**config.mk**
```make
export PLATFORM = sky130hd
export DESIGN_NAME = vram_dma_engine
export DESIGN_NICKNAME = d
export VERILOG_FILES = /design/src/rtl/gb_video_pkg.sv /design/src/rtl/vram_wr_arbiter.sv /design/src/rtl/vram_dma_engine.sv
export SDC_FILE = /design/constraint.sdc
export NUM_CORES = 1
export LEC_CHECK = 0
export BUFFER_PORTS_ARGS = -buffer_cell sky130_fd_sc_hd__buf_2
export CORE_MARGIN = 2
export CORE_UTILIZATION = 45
export CTS_BUF_LIST = sky130_fd_sc_hd__clkbuf_2 sky130_fd_sc_hd__clkbuf_4 sky130_fd_sc_hd__clkbuf_8
export CTS_CLUSTER_DIAMETER = 30
export DETAILED_ROUTE_END_ITERATION = 6
export GPL_TIMING_DRIVEN = 0
export PLACE_DENSITY = 0.76
export SLEW_MARGIN = 10
export SYNTH_ARGS = -nofsm -noshare
export SYNTH_HDL_FRONTEND = slang
export SYNTH_SLANG_ARGS = --single-unit
```
**constraint.sdc**
```tcl
create_clock -name clk -period 2.9 [get_ports clk]
set_input_delay 0.29 -clock clk [delete_from_list [all_inputs] [get_ports clk]]
set_output_delay 0.29 -clock clk [all_outputs]
set_load 0.1 [all_outputs]
```
**src/rtl/gb_video_pkg.sv**
```systemverilog
// Shared types and widths for the VRAM block-copy path.
package gb_video_pkg;

    localparam int SRC_AW  = 16;
    localparam int VRAM_AW = 8;
    localparam int DW      = 8;

    typedef enum logic [1:0] {
        IDLE,
        RUN,
        DRAIN,
        DONE
    } dma_state_t;

    typedef struct packed {
        logic               en;
        logic [VRAM_AW-1:0] addr;
        logic [DW-1:0]      data;
    } vram_wr_t;

endpackage

```
**src/rtl/vram_wr_arbiter.sv**
```systemverilog
// VRAM write-port priority mux (CPU > hold > in-flight DMA byte) with a
// one-entry hold register that parks a DMA byte displaced by a CPU write.
module vram_wr_arbiter
    import gb_video_pkg::*;
(
    input  logic               clk,
    input  logic               reset,
    input  logic               cpu_wr_en,
    input  logic [VRAM_AW-1:0] cpu_wr_addr,
    input  logic [DW-1:0]      cpu_wr_data,
    input  logic               pend,
    input  logic [DW-1:0]      mem_rd_data,
    input  logic [VRAM_AW-1:0] dst_ptr,
    output vram_wr_t           vram_wr,
    output logic               dma_wr,
    output logic               hold_v,
    output logic               hold_v_next
);

    logic               hold_v_reg;
    logic [VRAM_AW-1:0] hold_addr_reg;
    logic [DW-1:0]      hold_data_reg;

    assign hold_v = hold_v_reg;

    always_comb begin
        vram_wr     = '0;
        dma_wr      = 1'b0;
        hold_v_next = hold_v_reg;
        if (cpu_wr_en) begin
            vram_wr.en   = 1'b1;
            vram_wr.addr = cpu_wr_addr;
            vram_wr.data = cpu_wr_data;
            if (pend) begin
                hold_v_next = 1'b1;
            end
        end else if (hold_v_reg) begin
            vram_wr.en   = 1'b1;
            vram_wr.addr = hold_addr_reg;
            vram_wr.data = hold_data_reg;
            dma_wr       = 1'b1;
            hold_v_next  = 1'b0;
        end else if (pend) begin
            vram_wr.en   = 1'b1;
            vram_wr.addr = dst_ptr;
            vram_wr.data = mem_rd_data;
            dma_wr       = 1'b1;
        end
    end

    // Read data is only valid for one cycle, so a displaced byte must be captured now.
    always_ff @(posedge clk or posedge reset) begin
        if (reset) begin
            hold_v_reg    <= 1'b0;
            hold_addr_reg <= '0;
            hold_data_reg <= '0;
        end else begin
            hold_v_reg <= hold_v_next;
            if (cpu_wr_en && pend) begin
                hold_addr_reg <= dst_ptr;
                hold_data_reg <= mem_rd_data;
            end
        end
    end

endmodule

```
**src/rtl/vram_dma_engine.sv**
```systemverilog
// Block copy from system memory into VRAM, merged with direct CPU writes;
// new reads are paused while the renderer is active.
module vram_dma_engine
    import gb_video_pkg::*;
(
    input  logic               clk,
    input  logic               reset,
    input  logic               start,
    input  logic [SRC_AW-1:0]  src_addr,
    input  logic [VRAM_AW-1:0] dst_addr,
    input  logic [VRAM_AW:0]   length,
    input  logic               render_active,
    input  logic               cpu_wr_en,
    input  logic [VRAM_AW-1:0] cpu_wr_addr,
    input  logic [DW-1:0]      cpu_wr_data,
    output logic               mem_rd_en,
    output logic [SRC_AW-1:0]  mem_rd_addr,
    input  logic [DW-1:0]      mem_rd_data,
    output logic               vram_wr_en,
    output logic [VRAM_AW-1:0] vram_wr_addr,
    output logic [DW-1:0]      vram_wr_data,
    output logic               busy,
    output logic               done
);

    dma_state_t         state_reg, state_next;
    logic [SRC_AW-1:0]  src_ptr_reg;
    logic [VRAM_AW-1:0] dst_ptr_reg;
    logic [VRAM_AW:0]   remaining_reg, remaining_next;
    logic               pend_reg;
    logic               busy_reg;
    logic               done_reg;
    logic               issue;
    logic               dma_wr;
    logic               hold_v;
    logic               hold_v_next;
    vram_wr_t           vram_wr;

    vram_wr_arbiter u_arbiter (
        .clk         (clk),
        .reset       (reset),
        .cpu_wr_en   (cpu_wr_en),
        .cpu_wr_addr (cpu_wr_addr),
        .cpu_wr_data (cpu_wr_data),
        .pend        (pend_reg),
        .mem_rd_data (mem_rd_data),
        .dst_ptr     (dst_ptr_reg),
        .vram_wr     (vram_wr),
        .dma_wr      (dma_wr),
        .hold_v      (hold_v),
        .hold_v_next (hold_v_next)
    );

    // A read blocked by a colliding CPU write keeps the single hold slot free.
    assign issue = (state_reg == RUN) && (remaining_reg != '0) && !render_active
                   && !hold_v && !(pend_reg && cpu_wr_en);
    assign remaining_next = issue ? remaining_reg - (VRAM_AW+1)'(1) : remaining_reg;

    // Transitions look at next-cycle counts so the final write overlaps DRAIN.
    always_comb begin
        state_next = state_reg;
        case (state_reg)
            IDLE:    if (start) state_next = RUN;
            RUN:     if (remaining_next == '0) state_next = DRAIN;
            DRAIN:   if (!issue && !hold_v_next) state_next = DONE;
            DONE:    state_next = IDLE;
            default: state_next = IDLE;
        endcase
    end

    always_ff @(posedge clk or posedge reset) begin
        if (reset) begin
            state_reg     <= IDLE;
            src_ptr_reg   <= '0;
            dst_ptr_reg   <= '0;
            remaining_reg <= '0;
            pend_reg      <= 1'b0;
            busy_reg      <= 1'b0;
            done_reg      <= 1'b0;
        end else begin
            state_reg <= state_next;
            busy_reg  <= (state_next == RUN) || (state_next == DRAIN);
            done_reg  <= (state_next == DONE);
            pend_reg  <= issue;
            if (state_reg == IDLE && start) begin
                src_ptr_reg   <= src_addr;
                dst_ptr_reg   <= dst_addr;
                remaining_reg <= length;
            end else begin
                remaining_reg <= remaining_next;
                if (issue) src_ptr_reg <= src_ptr_reg + SRC_AW'(1);
                if (dma_wr) dst_ptr_reg <= dst_ptr_reg + VRAM_AW'(1);
            end
        end
    end

    assign mem_rd_en    = issue;
    assign mem_rd_addr  = src_ptr_reg;
    assign vram_wr_en   = vram_wr.en;
    assign vram_wr_addr = vram_wr.addr;
    assign vram_wr_data = vram_wr.data;
    assign busy         = busy_reg;
    assign done         = done_reg;

endmodule
```
Yosys cells after proc, flatten, opt, wreduce, memory -nomap -nowiden
Index checks and enable logic that the tools add are counted.
- logic and storage cells: 55
- bits in writable memories: 0
- ROM bits: 0
- register bits after elaboration: 55
- output and inout bits: 36
- memories kept: 0
- bits in latches: 0
- eq/ne operators: 6
- shifts and indexed selects: 0
- reduce and logical (&&, ||, !) cells: 18
- $mul: 0
- $add $sub $neg: 3
- bitwise operators: 0
- div/mod/pow operators: 0
- magnitude comparators: 0
- mux-type cells: 18
- operator list (operator ; count):
    17-bit 2-to-1 mux ; 3
    16-bit 2-to-1 mux ; 2
    9-bit 2-to-1 mux ; 2
    16-bit by 1-bit adder with 16-bit output (second input constant) ; 1
    8-bit 2-to-1 mux ; 2
    9-bit zero test ; 1
    9-bit nonzero test ; 1
    9-bit by 1-bit subtractor with 9-bit output (second input constant) ; 1
    8-bit by 1-bit adder with 8-bit output (second input constant) ; 1
    2-bit equality test (second input constant) ; 4
    2-bit one-hot mux with 4 select lines ; 1
    1-bit logical AND ; 7
    2-bit 2-to-1 mux ; 3
    1-bit zero test ; 5
    1-bit 2-to-1 mux ; 5
    2-bit by 1-bit equality test with 1-bit output (second input constant) ; 2
    2-bit nonzero test ; 2
    2-bit zero test ; 1
    1-bit logical OR ; 1

Longest topological paths before layout
Gate-level depths: netlist (run 1).
- word-level depth: 11
- mapped depth: 9

Modules after synthesis
Synthesis (run 1) repeated with hierarchy kept, for this count alone.
- cell total of the unflattened synthesis: 356
- area, all modules: 3338.2 sq um
- modules (own cells, without submodules) (module ; instances ; seq. area each (sq um) ; cells each ; area each (sq um)):
    vram_dma_engine ; 1 ; 950.9 ; 243 ; 2199.6
    vram_wr_arbiter ; 1 ; 425.4 ; 113 ; 1138.6

Worst setup path before layout (run 1)
Ideal clock, no wire load.
- path kind: register to output
- start: register u_arbiter.hold_v_reg (netlist: u_arbiter.hold_v)
- end: output vram_wr_data[2]
- path buffers: 2
- stages on the path, launching flop included: 5
- required time: 2.610 ns
- arrival: 3.194 ns
- slack: -0.584 ns
- cells stage by stage: dfrtp_1 clkbuf_1 buf_1 a22oi_1 o21ai_0
- cells in the longest elaborated chain, start to end: 2
- RTL lines (item ; line ; RTL):
    start, declared ; vram_wr_arbiter.sv:20 ; logic hold_v_reg;
    start signal, assigned ; vram_wr_arbiter.sv:58 ; hold_v_reg <= hold_v_next;
    17-bit 2-to-1 mux ; vram_wr_arbiter.sv:37 ; end else if (hold_v_reg) begin
    17-bit 2-to-1 mux ; vram_wr_arbiter.sv:30 ; if (cpu_wr_en) begin
    end, declared ; vram_dma_engine.sv:21 ; output logic [DW-1:0] vram_wr_data,
Every way passes these cells.

Worst setup path after layout (run 1)
- start: register remaining_reg[0]
- end: output mem_rd_en
- cells in the longest elaborated chain, start to end: 5
- RTL lines (item ; line ; RTL):
    start, declared ; vram_dma_engine.sv:29 ; logic [VRAM_AW:0] remaining_reg, remaining_next;
    start signal, assigned ; vram_dma_engine.sv:88 ; remaining_reg <= length;
    start signal, assigned ; vram_dma_engine.sv:90 ; remaining_reg <= remaining_next;
    9-bit nonzero test ; vram_dma_engine.sv:55 ; assign issue = (state_reg == RUN) && (remaining_reg != '0) && !render_active
    1-bit logical AND (2 in series) ; vram_dma_engine.sv:55 ;
    1-bit logical AND (2 in series) ; vram_dma_engine.sv:56 ; && !hold_v && !(pend_reg && cpu_wr_en);
    end, declared ; vram_dma_engine.sv:16 ; output logic mem_rd_en,
Every way passes these cells.

==> results of run 1 <==
==> what timing repair did <==
item | in CTS | in global routing
buffers inserted | 0 | 2
gates resized for setup | 0 | 0
endpoints found under the setup margin | 0 | 2
==> cell type report <==
class	instances	area, um^2	area share
clock buffer	7	96.34	0.02507
multi-input combinational	264	1625	0.4230
clock inverter	1	7.507	0.001954
sequential	55	1376	0.3582
buffer	20	91.34	0.02377
tap	80	100.1	0.02605
inverter	8	30.03	0.007815
timing repair buffer	99	515.5	0.1342
==> logic make-up (layout without fill, tap and decap cells) <==
kind of cell,count (synthesis),after routing
xor gates and xnor gates,27,27
DFF,55,55
AOI/OAI and AO/OA,80,80
buffers and inverters,28,135
muxes,20,20
and+or+nand+nor,132,132
adders and majority gates,5,5
==> worst min-delay path by stage <==
stage                                           from                         end  cells after the start
after floorplan                          dst_addr[0]              dst_ptr_reg[0]                      2
after global placement    u_arbiter.hold_data_reg[0]  u_arbiter.hold_data_reg[0]                      1
after detailed placement                       reset             mem_rd_addr[15]                      2
after CTS                                      reset              mem_rd_addr[6]                      2
after global routing                           reset             mem_rd_addr[13]                      2
final                                          reset              mem_rd_addr[6]                      2
==> through the flow <==
step           std cells    util  worst slack [ns]  cell area [um^2]
2_1_floorplan        347       -            0.1694              3123
3_3_place_gp         523  0.5481            0.2115              3704
3_5_place_dp         524  0.5511            0.1647              3724
4_1_cts              532  0.5665           0.03030              3827
5_1_grt              534  0.5687           0.04856              3842
6_report             534  0.5687            0.1718              3842
==> power groups by stage <==
stage | combinational (mW) | sequential [mW] | clock (mW)
after floorplan | 1.13 | 2.20 | 0
after global placement | 2.27 | 1.45 | 0
after detailed placement | 2.31 | 1.47 | 0
after CTS | 2.31 | 1.46 | 0.475
after global routing | 2.47 | 1.52 | 0.506
final | 2.32 | 1.46 | 0.467
==> placed cells by master (no fill, tap or decap), drive strengths merged, types with 2 or more instances in the layout <==
cell and instances:
a22oi 7, and2 2, clkbuf 20, o2111ai 3, nand4 9, a22o 2, xnor2 16, nor4 2
xor2 11, and4 3, nor3 9, nor4b 3, mux2i 4, a31oi 3, a21oi 20, inv 8
buf 106, nand2 60, ha 5, and3 2, o21ai 40, nor3b 2, dfrtp 55, nand3 6
nor2 27, mux2 16
==> metal layers <==
layer  GRT usage  up-vias  wire (um)
li1            -     1426          -
met1      0.2620     1297       3396
met2      0.3423      106       3535
met3     0.03507       12        442
met4     0.03916        0         89
met5           0        -          0
==> results.yml, run 1 <==
outcome:
  status: "finished, violations left"
  violations: "hold timing"
power_and_ir_drop:
  clock_power_share: 0.110
  netSwitchingFraction: 0.5434
  max-vdd-ir-drop_mv: 1.233
  finalPower_mw: 4.244
  p_int_mw: 1.938
  p_per_area_nw_per_um2: 1104
  p_seq_frac: 0.343
  p_comb_frac: 0.547
  p_leak_nw: 1.720
  switchingPower_mw: 2.306
clocking:
  cts_hold_buf: 0
  cts_buffers: 5
  clock_sinks: 55
  clock_latency_ns: 0.31
  cts_tree: "yes"
  htree_levels: 2
  clk_pin_slew_ns: 0.10
  clock-root-buffer: "clkbuf_8"
  clock_path_buffers: 2
global_route:
  grt_pass1_wl_mm: 12.14
  grt_pass1_vias: 2632
  overflow: 0
  antenna_found_initial: 0
  grtUsageTotal: 0.1982
  grt_max_degree: 35
place:
  place.gp.congestion: 0.8145
  port-buffer-count: 96
  hpwl_mm: 5.636
worst_setup_path:
  cp_num_cells: 7
  crit_arrival_ns: 2.44
  cp.required_ns: 2.61
  critPathKind: "flop to primary output"
  critical_path.max_fanout: 11
  r2r_slack_ns: 0.24
  startpoint: "remaining_reg[0]"
  critical_path_buf_inv_count: 4
  slowest_stage: "or4b_1"
  r2r-start: "remaining_reg[0]"
  cpPeakStageDelay_ns: 0.57
  timing.rr.end: "busy"
  worstPathCellList: "inv_1, ha_1, or4b_1, o211ai_4, inv_2, buf_6, buf_2"
  endpoint_kind: "primary output"
  worstSetupStartpointType: "flop"
  cp_top_family: "buffers and inverters"
  reg2regPathDepth: 9
  crit_path_end: "mem_rd_en"
sta:
  min_period_ns: 2.728
  hold_viol: 19
  rsz0062_at_grt: "no"
  tightest_slew_ns: 0.5463
  hold_slack_ns: -0.007172
  setup_tns_ns: 0
  fin_skew_ns: 0.008060
  fin_crit_sh: 0.9407
  max_freq_ghz: 0.3665
  setup_viol: 0
  slew_violations: 0
  relSlewSlack: 0.6358
floorplanning:
  die_w_um: 87.31
  core_um2: 6756
  die_area_um2: 7622
  ios: 98
  die_y_um: 87.31
  rows: 30
  start_util: 0.4622
synthesis:
  synth_top_family_by_area: "simple AND/OR/NAND/NOR gates"
  synth_area_um2: 3123
  synth_compound_area_frac: 0.1510
  synthFlopType: "dfrtp_1"
  ys_top_cells_by_area: "dfrtp_1 44%, nand2_1 7.2%, o21ai_0 6.3%"
  synth_cell_types: 44
  synth_top_area_frac: 0.4407
  syn_inst: 347
  yosys_warnings: 0
  synth-async-reset-ratio: 1.000
  synth-xor-area-share: 0.07572
  yosysMostFrequentCell: "nand2_1"
  synth_seq_cells: 55
  synth_edf_count: 0
  ys_seq_area_frac: 0.4407
  yosys.area.top_type: "dfrtp_1"
  syn-num-nets: 414
  avgSynthCellArea_um2: 9.000
  synthSimpleGateAreaFrac: 0.2031
  synth_common_cells: "60 x nand2_1, 55 x dfrtp_1, 39 x o21ai_0"
  synth_mux_area_frac: 0.07051
  synth_fa_ha_area_frac: 0.02003
routing:
  vias: 2841
  wl_per_cell_um: 13.98
  viasPerCell: 5.320
  ant_nets: 0
  dr.pass1.iters: 4
  drt-initial-drc-count: 136
  wl_mm: 7.464
  drc: 0
cells_and_area:
  nFillCells: 638
  layout-area-overhead-vs-synth_pct: 23.04
  diodes: 0
  largest_register_ffs: 16
  layout.nets: 520
  layout-drive-gt1-share: 0.2952
run:
  drv_cap: 0
hold_path:
  min_path_type: "primary input to async pin"
Power figures use the tool's default switching activity.
==> run 2, diff against run 1 <==
--- a/config.mk
+++ b/config.mk
@@ -12,7 +12,7 @@
 export CTS_CLUSTER_DIAMETER = 30
 export DETAILED_ROUTE_END_ITERATION = 6
 export GPL_TIMING_DRIVEN = 0
-export PLACE_DENSITY = 0.76
+export PLACE_DENSITY = 0.73
 export SLEW_MARGIN = 10
 export SYNTH_ARGS = -nofsm -noshare
 export SYNTH_HDL_FRONTEND = slang
==> constraint.sdc (replaced) <==
create_clock -name clk -period 3.1 [get_ports clk]
set_input_delay 0.31 -clock clk [delete_from_list [all_inputs] [get_ports clk]]
set_output_delay 0.31 -clock clk [all_outputs]
set_load 0.1 [all_outputs]
==> run 2 against run 1 <==
  * Final cell count down 0.19%
  * First-iteration DRC count shrank 15%
  * Routed wire length increased by 0.16%
  * Total power shrank 7.5%
  * Combinational power fell by 6%
  * Design area decreased by 0.52%
  * The flow now finishes without violations
  * Worst hold slack better by 0.19 ns
  * Critical path depth did not move
  * Clock power shrank 15%
  * Critical endpoint unchanged
  * Register-to-register slack improved by 0.08 ns
==> results.yml, run 2 (synthesis gave the netlist of run 1 again) <==
outcome:
  status: "finished clean"
sta:
  relSlewSlack: 0.6083
  setup_tns_ns: 0
  rsz0062_at_grt: "no"
  setup_viol: 0
  min_period_ns: 2.867
  fin_ws_ns: 0.2333
  fin_crit_sh: 0.9247
  slew_violations: 0
  fin_skew_ns: 0.01292
  tightest_slew_ns: 0.5876
  hold_viol: 0
  max_freq_ghz: 0.3488
routing:
  wl_mm: 7.476
  dr.pass1.iters: 5
  viasPerCell: 5.349
  wl_met3_um: 419
  ant_nets: 0
  vias: 2851
  wl_met2_mm: 3.637
  wl_per_cell_um: 14.03
  drt-initial-drc-count: 116
  wl_met1_mm: 3.309
  highest_layer: "met4"
  drc: 0
worst_setup_path:
  critical_path_buf_inv_count: 4
  crit_path_end: "mem_rd_en"
  cpPeakStageDelay_ns: 0.56
  cp.required_ns: 2.79
  startpoint: "remaining_reg[0]"
  endpoint_kind: "primary output"
  r2r-start: "remaining_reg[0]"
  cp_top_family: "buffers and inverters"
  cp_num_cells: 7
  slowest_stage: "or4b_1"
  worstPathCellList: "inv_1, ha_1, or4b_1, o211ai_4, inv_2, buf_6, buf_2"
  reg2regPathDepth: 9
  timing.rr.end: "busy"
  crit_arrival_ns: 2.56
  critPathKind: "flop to primary output"
  critical_path.max_fanout: 11
  worstSetupStartpointType: "flop"
  r2r_slack_ns: 0.32
clocking:
  clock_sinks: 55
  clk_pin_slew_ns: 0.10
  clock_latency_ns: 0.32
  clock_path_buffers: 2
  cts_tree: "yes"
  cts_buffers: 5
  postCtsSetupRepairBufs: 0
  htree_levels: 2
  clock-root-buffer: "clkbuf_8"
  post_cts_resized: 0
  cts_hold_buf: 1
floorplanning:
  die_area_um2: 7622
  start_util: 0.4622
  die_y_um: 87.31
  rows: 30
  ios: 98
  die_w_um: 87.31
  core_um2: 6756
power_and_ir_drop:
  netSwitchingFraction: 0.5514
  p_per_area_nw_per_um2: 1027
  p_leak_nw: 1.705
  clock_power_share: 0.101
  switchingPower_mw: 2.165
  p_comb_frac: 0.552
  p_seq_frac: 0.348
  p_int_mw: 1.762
  max-vdd-ir-drop_mv: 0.7839
  finalPower_mw: 3.927
cells_and_area:
  layout_commonest_cell: "buf_2"
  multi_input_area_um2: 1625
  diodes: 0
  layout-drive-gt1-share: 0.2914
  nFillCells: 646
  ff_latch_area_um2: 1376
  layout.nets: 519
  largest_register_ffs: 16
  final_cells: 533
  finish.utilization: 0.5657
  layout-area-overhead-vs-synth_pct: 22.40
  layout_common_cells: "97 x buf_2, 60 x nand2_1, 55 x dfrtp_1"
global_route:
  grt_max_degree: 38
  antenna_found_initial: 0
  grtUsageTotal: 0.2017
  grt_pass1_vias: 2679
  overflow: 0
  grt_pass1_wl_mm: 12.17
run:
  drv_cap: 0
place:
  place.gp.congestion: 0.8548
  dpl_worst_slack_ns: 0.3652
  hpwl_mm: 5.793
  dp_cells: 524
  port-buffer-count: 96
hold_path:
  min_path_type: "primary input to flop"
==> run 2: worst min path at each step <==
stage                                           from                          to  depth (start not counted)
after detailed placement                       reset             mem_rd_addr[15]                          2
after global placement    u_arbiter.hold_data_reg[1]  u_arbiter.hold_data_reg[1]                          1
after floorplan                          dst_addr[0]              dst_ptr_reg[0]                          2
after CTS                               src_addr[11]             mem_rd_addr[11]                          3
after global routing                       length[1]            remaining_reg[1]                          2
final                                    dst_addr[0]              dst_ptr_reg[0]                          3
==> run 2: power by group through the flow <==
stage | sequential (mW) | clock (mW) | combinational (mW)
after detailed placement | 1.37 | 0 | 2.17
after floorplan | 2.06 | 0 | 1.06
after global placement | 1.35 | 0 | 2.13
after CTS | 1.36 | 0.409 | 2.18
after global routing | 1.42 | 0.434 | 2.31
final | 1.36 | 0.395 | 2.17
==> run 2: per-stage QoR <==
step | hold WS [ns] | area, um^2
finish | 0.1834 | 3822
CTS | 0.1805 | 3822
global route | 0.1957 | 3822
detailed placement | 0.3412 | 3724
global placement | 0.4875 | 3704
floorplan | 0.4268 | 3123
==> run 2: layer usage <==
| metal | up-vias | track usage |
|---|---|---|
| met5 | - | 0 |
| met4 | 0 | 0.06154 |
| met3 | 10 | 0.03697 |
| met2 | 87 | 0.3499 |
| met1 | 1324 | 0.2549 |
| li1 | 1430 | - |
==> run 2: area by class of cell <==
class / instances / share of cell area
Buffer: 20 / 0.02390
Inverter: 8 / 0.007856
Clock buffer: 5 / 0.01800
Multi-Input combinational cell: 264 / 0.4252
Timing Repair Buffer: 98 / 0.1336
Sequential cell: 55 / 0.3601
Tap cell: 80 / 0.02619
Clock inverter: 3 / 0.005237
==> run 2: worst min-delay path, stage by stage <==
cell	delay, ns
buf_2	0.07
nand2_1	0.03
o21ai_0	0.06
==> run 3, diff against run 2 <==
--- a/config.mk
+++ b/config.mk
@@ -12,8 +12,9 @@
 export CTS_CLUSTER_DIAMETER = 30
 export DETAILED_ROUTE_END_ITERATION = 6
 export GPL_TIMING_DRIVEN = 0
-export PLACE_DENSITY = 0.73
+export PLACE_DENSITY = 0.72
 export SLEW_MARGIN = 10
 export SYNTH_ARGS = -nofsm -noshare
 export SYNTH_HDL_FRONTEND = slang
+export SYNTH_HIERARCHICAL = 1
 export SYNTH_SLANG_ARGS = --single-unit
==> run 3 against run 2 <==
  * Setup slack lost 0.019 ns
  * Flip-flop and latch count did not move
  * Worst hold slack lost 0.11 ns
  * Count of clock-buffer cells in the layout is 2 higher
  * First-iteration DRC count grew 51%
  * Maximum frequency decreased by 0.66%
  * Register-to-register slack better by 0.17 ns
  * Sequential power hardly changed
  * Clock power up 15%
  * Combinational power shrank 5%
  * Die area is 6.6% higher
  * Critical endpoint unchanged
  * Largest power group unchanged
==> results.yml, run 3 <==
floorplanning:
  rows: 31
  die_area_um2: 8123
  core_um2: 7214
  start_util: 0.4627
  die_w_um: 90.13
  die_y_um: 90.13
  ios: 98
cells_and_area:
  layout.nets: 527
  final_cell_area_um2: 4051
  layout_commonest_cell: "buf_2"
  layout-area-overhead-vs-synth_pct: 21.36
  layout_common_cells: "102 x buf_2, 55 x dfrtp_1, 45 x a21oi_1"
  layout-drive-gt1-share: 0.3145
  largest_register_ffs: 16
  diodes: 0
synthesis:
  synth_common_cells: "55 x dfrtp_1, 45 x a21oi_1, 39 x nor2_1"
  synth_top_area_frac: 0.4123
  synth-async-reset-ratio: 1.000
  synth_seq_cells: 55
  yosys.area.top_type: "dfrtp_1"
  synthFlopType: "dfrtp_1"
  syn-num-nets: 423
  syn_inst: 356
  synth_cell_types: 48
  ys_seq_area_frac: 0.4123
  synth_edf_count: 0
  yosys_warnings: 6
  yosysMostFrequentCell: "dfrtp_1"
  avgSynthCellArea_um2: 9.377
  ys_top_cells_by_area: "dfrtp_1 41%, a21oi_1 6.7%, mux2_4 4.5%"
  synth_area_um2: 3338
worst_setup_path:
  cp.required_ns: 2.79
  worstSetupStartpointType: "flop"
  endpoint_kind: "primary output"
  critPathKind: "flop to primary output"
  critical_path.max_fanout: 10
  crit_arrival_ns: 2.58
global_route:
  overflow: 0
  antenna_found_initial: 0
  grt_max_degree: 39
  grt_pass1_wl_mm: 13.89
  grt_pass1_vias: 2929
  grtUsageTotal: 0.2069
clocking:
  clock_latency_ns: 0.32
  clock_path_buffers: 2
  clock_sinks: 55
  postCtsSetupRepairBufs: 0
  clk_pin_slew_ns: 0.10
  cts_hold_buf: 0
  cts_tree: "yes"
  cts_buffers: 5
  htree_levels: 2
  clock-root-buffer: "clkbuf_8"
  post_cts_resized: 0
sta:
  rsz0062_at_grt: "no"
  fin_crit_sh: 0.9309
  tightest_slew_ns: 0.8113
  setup_viol: 0
  fin_skew_ns: 0.007983
  hold_viol: 0
  slew_violations: 0
  relSlewSlack: 0.4584
  max_freq_ghz: 0.3465
  setup_tns_ns: 0
  min_period_ns: 2.886
routing:
  ant_nets: 0
  vias: 3088
  wl_mm: 8.364
  drc: 0
  dr.pass1.iters: 4
  viasPerCell: 5.514
  wl_per_cell_um: 14.94
  drt-initial-drc-count: 175
place:
  hpwl_mm: 6.123
  place.gp.congestion: 0.8633
  placed_area_um2: 3948
  port-buffer-count: 97
outcome:
  status: "finished clean"
power_and_ir_drop:
  p_per_area_nw_per_um2: 962.9
  p_int_mw: 1.776
  p_seq_frac: 0.353
  netSwitchingFraction: 0.5446
  p_comb_frac: 0.531
  clock_power_share: 0.116
  switchingPower_mw: 2.124
  max-vdd-ir-drop_mv: 0.9890
  p_leak_nw: 1.805
hold_path:
  min_path_type: "primary input to async pin"
run:
  drv_cap: 0
==> run 3: cell types whose count changed after synthesis, moves of 10 or more <==
cell	before	now
a21oi_1	20	45
a31oi_1	3	18
mux2_4	0	10
nand2_1	60	15
nand3b_1	1	16
nor2_1	27	39
nor2b_1	1	17
o21ai_0	39	2
xnor2_1	16	2
==> run 3: cells by family (layout without fill, tap and decap cells) <==
kind of cell	after synthesis	in the layout	synth area share
flip-flops	55	55	0.4123
XOR/XNOR	11	11	0.02886
AND/OR/NAND/NOR	143	143	0.2504
adder cells (fa/ha/maj)	5	5	0.01874
AO/OA/AOI/OAI	90	90	0.1597
multiplexers	21	21	0.08059
buffers and inverters	31	136	0.04948
==> run 3: per-stage QoR <==
| stage | power (mW) | util | setup slack, ns | instances | hold slack [ns] |
|---|---|---|---|---|---|
| 2_1_floorplan | 3.040 | - | 0.5428 | 356 | 0.2361 |
| 3_3_place_gp | 3.405 | 0.5472 | 0.5975 | 552 | 0.4428 |
| 3_5_place_dp | 3.456 | 0.5472 | 0.5191 | 552 | 0.4568 |
| 5_1_grt | 4.112 | 0.5616 | 0.08272 | 560 | 0.1307 |
| 4_1_cts | 3.911 | 0.5616 | 0.1973 | 560 | 0.1063 |
| 6_report | 3.901 | 0.5616 | 0.2143 | 560 | 0.07833 |
==> run 3: power by group through the flow <==
stage / sequential [mW] / clock, mW / combinational, mW
6_report: 1.38 / 0.453 / 2.07
3_3_place_gp: 1.36 / 0 / 2.04
5_1_grt: 1.43 / 0.484 / 2.20
4_1_cts: 1.37 / 0.461 / 2.08
3_5_place_dp: 1.38 / 0 / 2.07
2_1_floorplan: 2.06 / 0 / 0.978
==> run 3: cell type report <==
class,count,area [um^2]
Sequential cell,55,1376
Inverter,10,37.54
Tap cell,99,123.9
Clock buffer,7,96.34
Buffer,21,127.6
Fill cell,689,3163
Timing Repair Buffer,97,485.5
Multi-Input combinational cell,270,1797
Clock inverter,1,7.507
==> run 3: worst paths after layout <==
check / depth (start not counted) / start / to / slack (ns)
worst min register to register: 1 / u_arbiter/hold_addr_reg[5] / u_arbiter/hold_addr_reg[5] / 0.52
max in group asynchronous: 2 / reset / remaining_reg[2] / 2.44
worst min-delay path: 2 / reset / u_arbiter/hold_data_reg[7] / 0.08
worst max-delay path: 8 / remaining_reg[0] / mem_rd_en / 0.21
min in group clk: 2 / length[1] / remaining_reg[1] / 0.23
worst max register to register: 8 / remaining_reg[0] / busy / 0.49
==> run 3: metal layers <==
layer  track usage  vias to the layer above  part of all wire
li1              -                     1515                 -
met2        0.3390                      114              0.47
met1        0.2850                     1448              0.45
met3       0.03772                       11             0.068
met4       0.05128                        0             0.013
met5             0                        -                 0
==> run 3: worst max-delay path, cell delays in order (launching register included) <==
cell,delay (ns)
dfrtp_1,0.42
inv_1,0.13
ha_1,0.17
or4b_1,0.56
o211ai_2,0.21
buf_4,0.21
buf_4,0.21
inv_1,0.07
buf_2,0.29
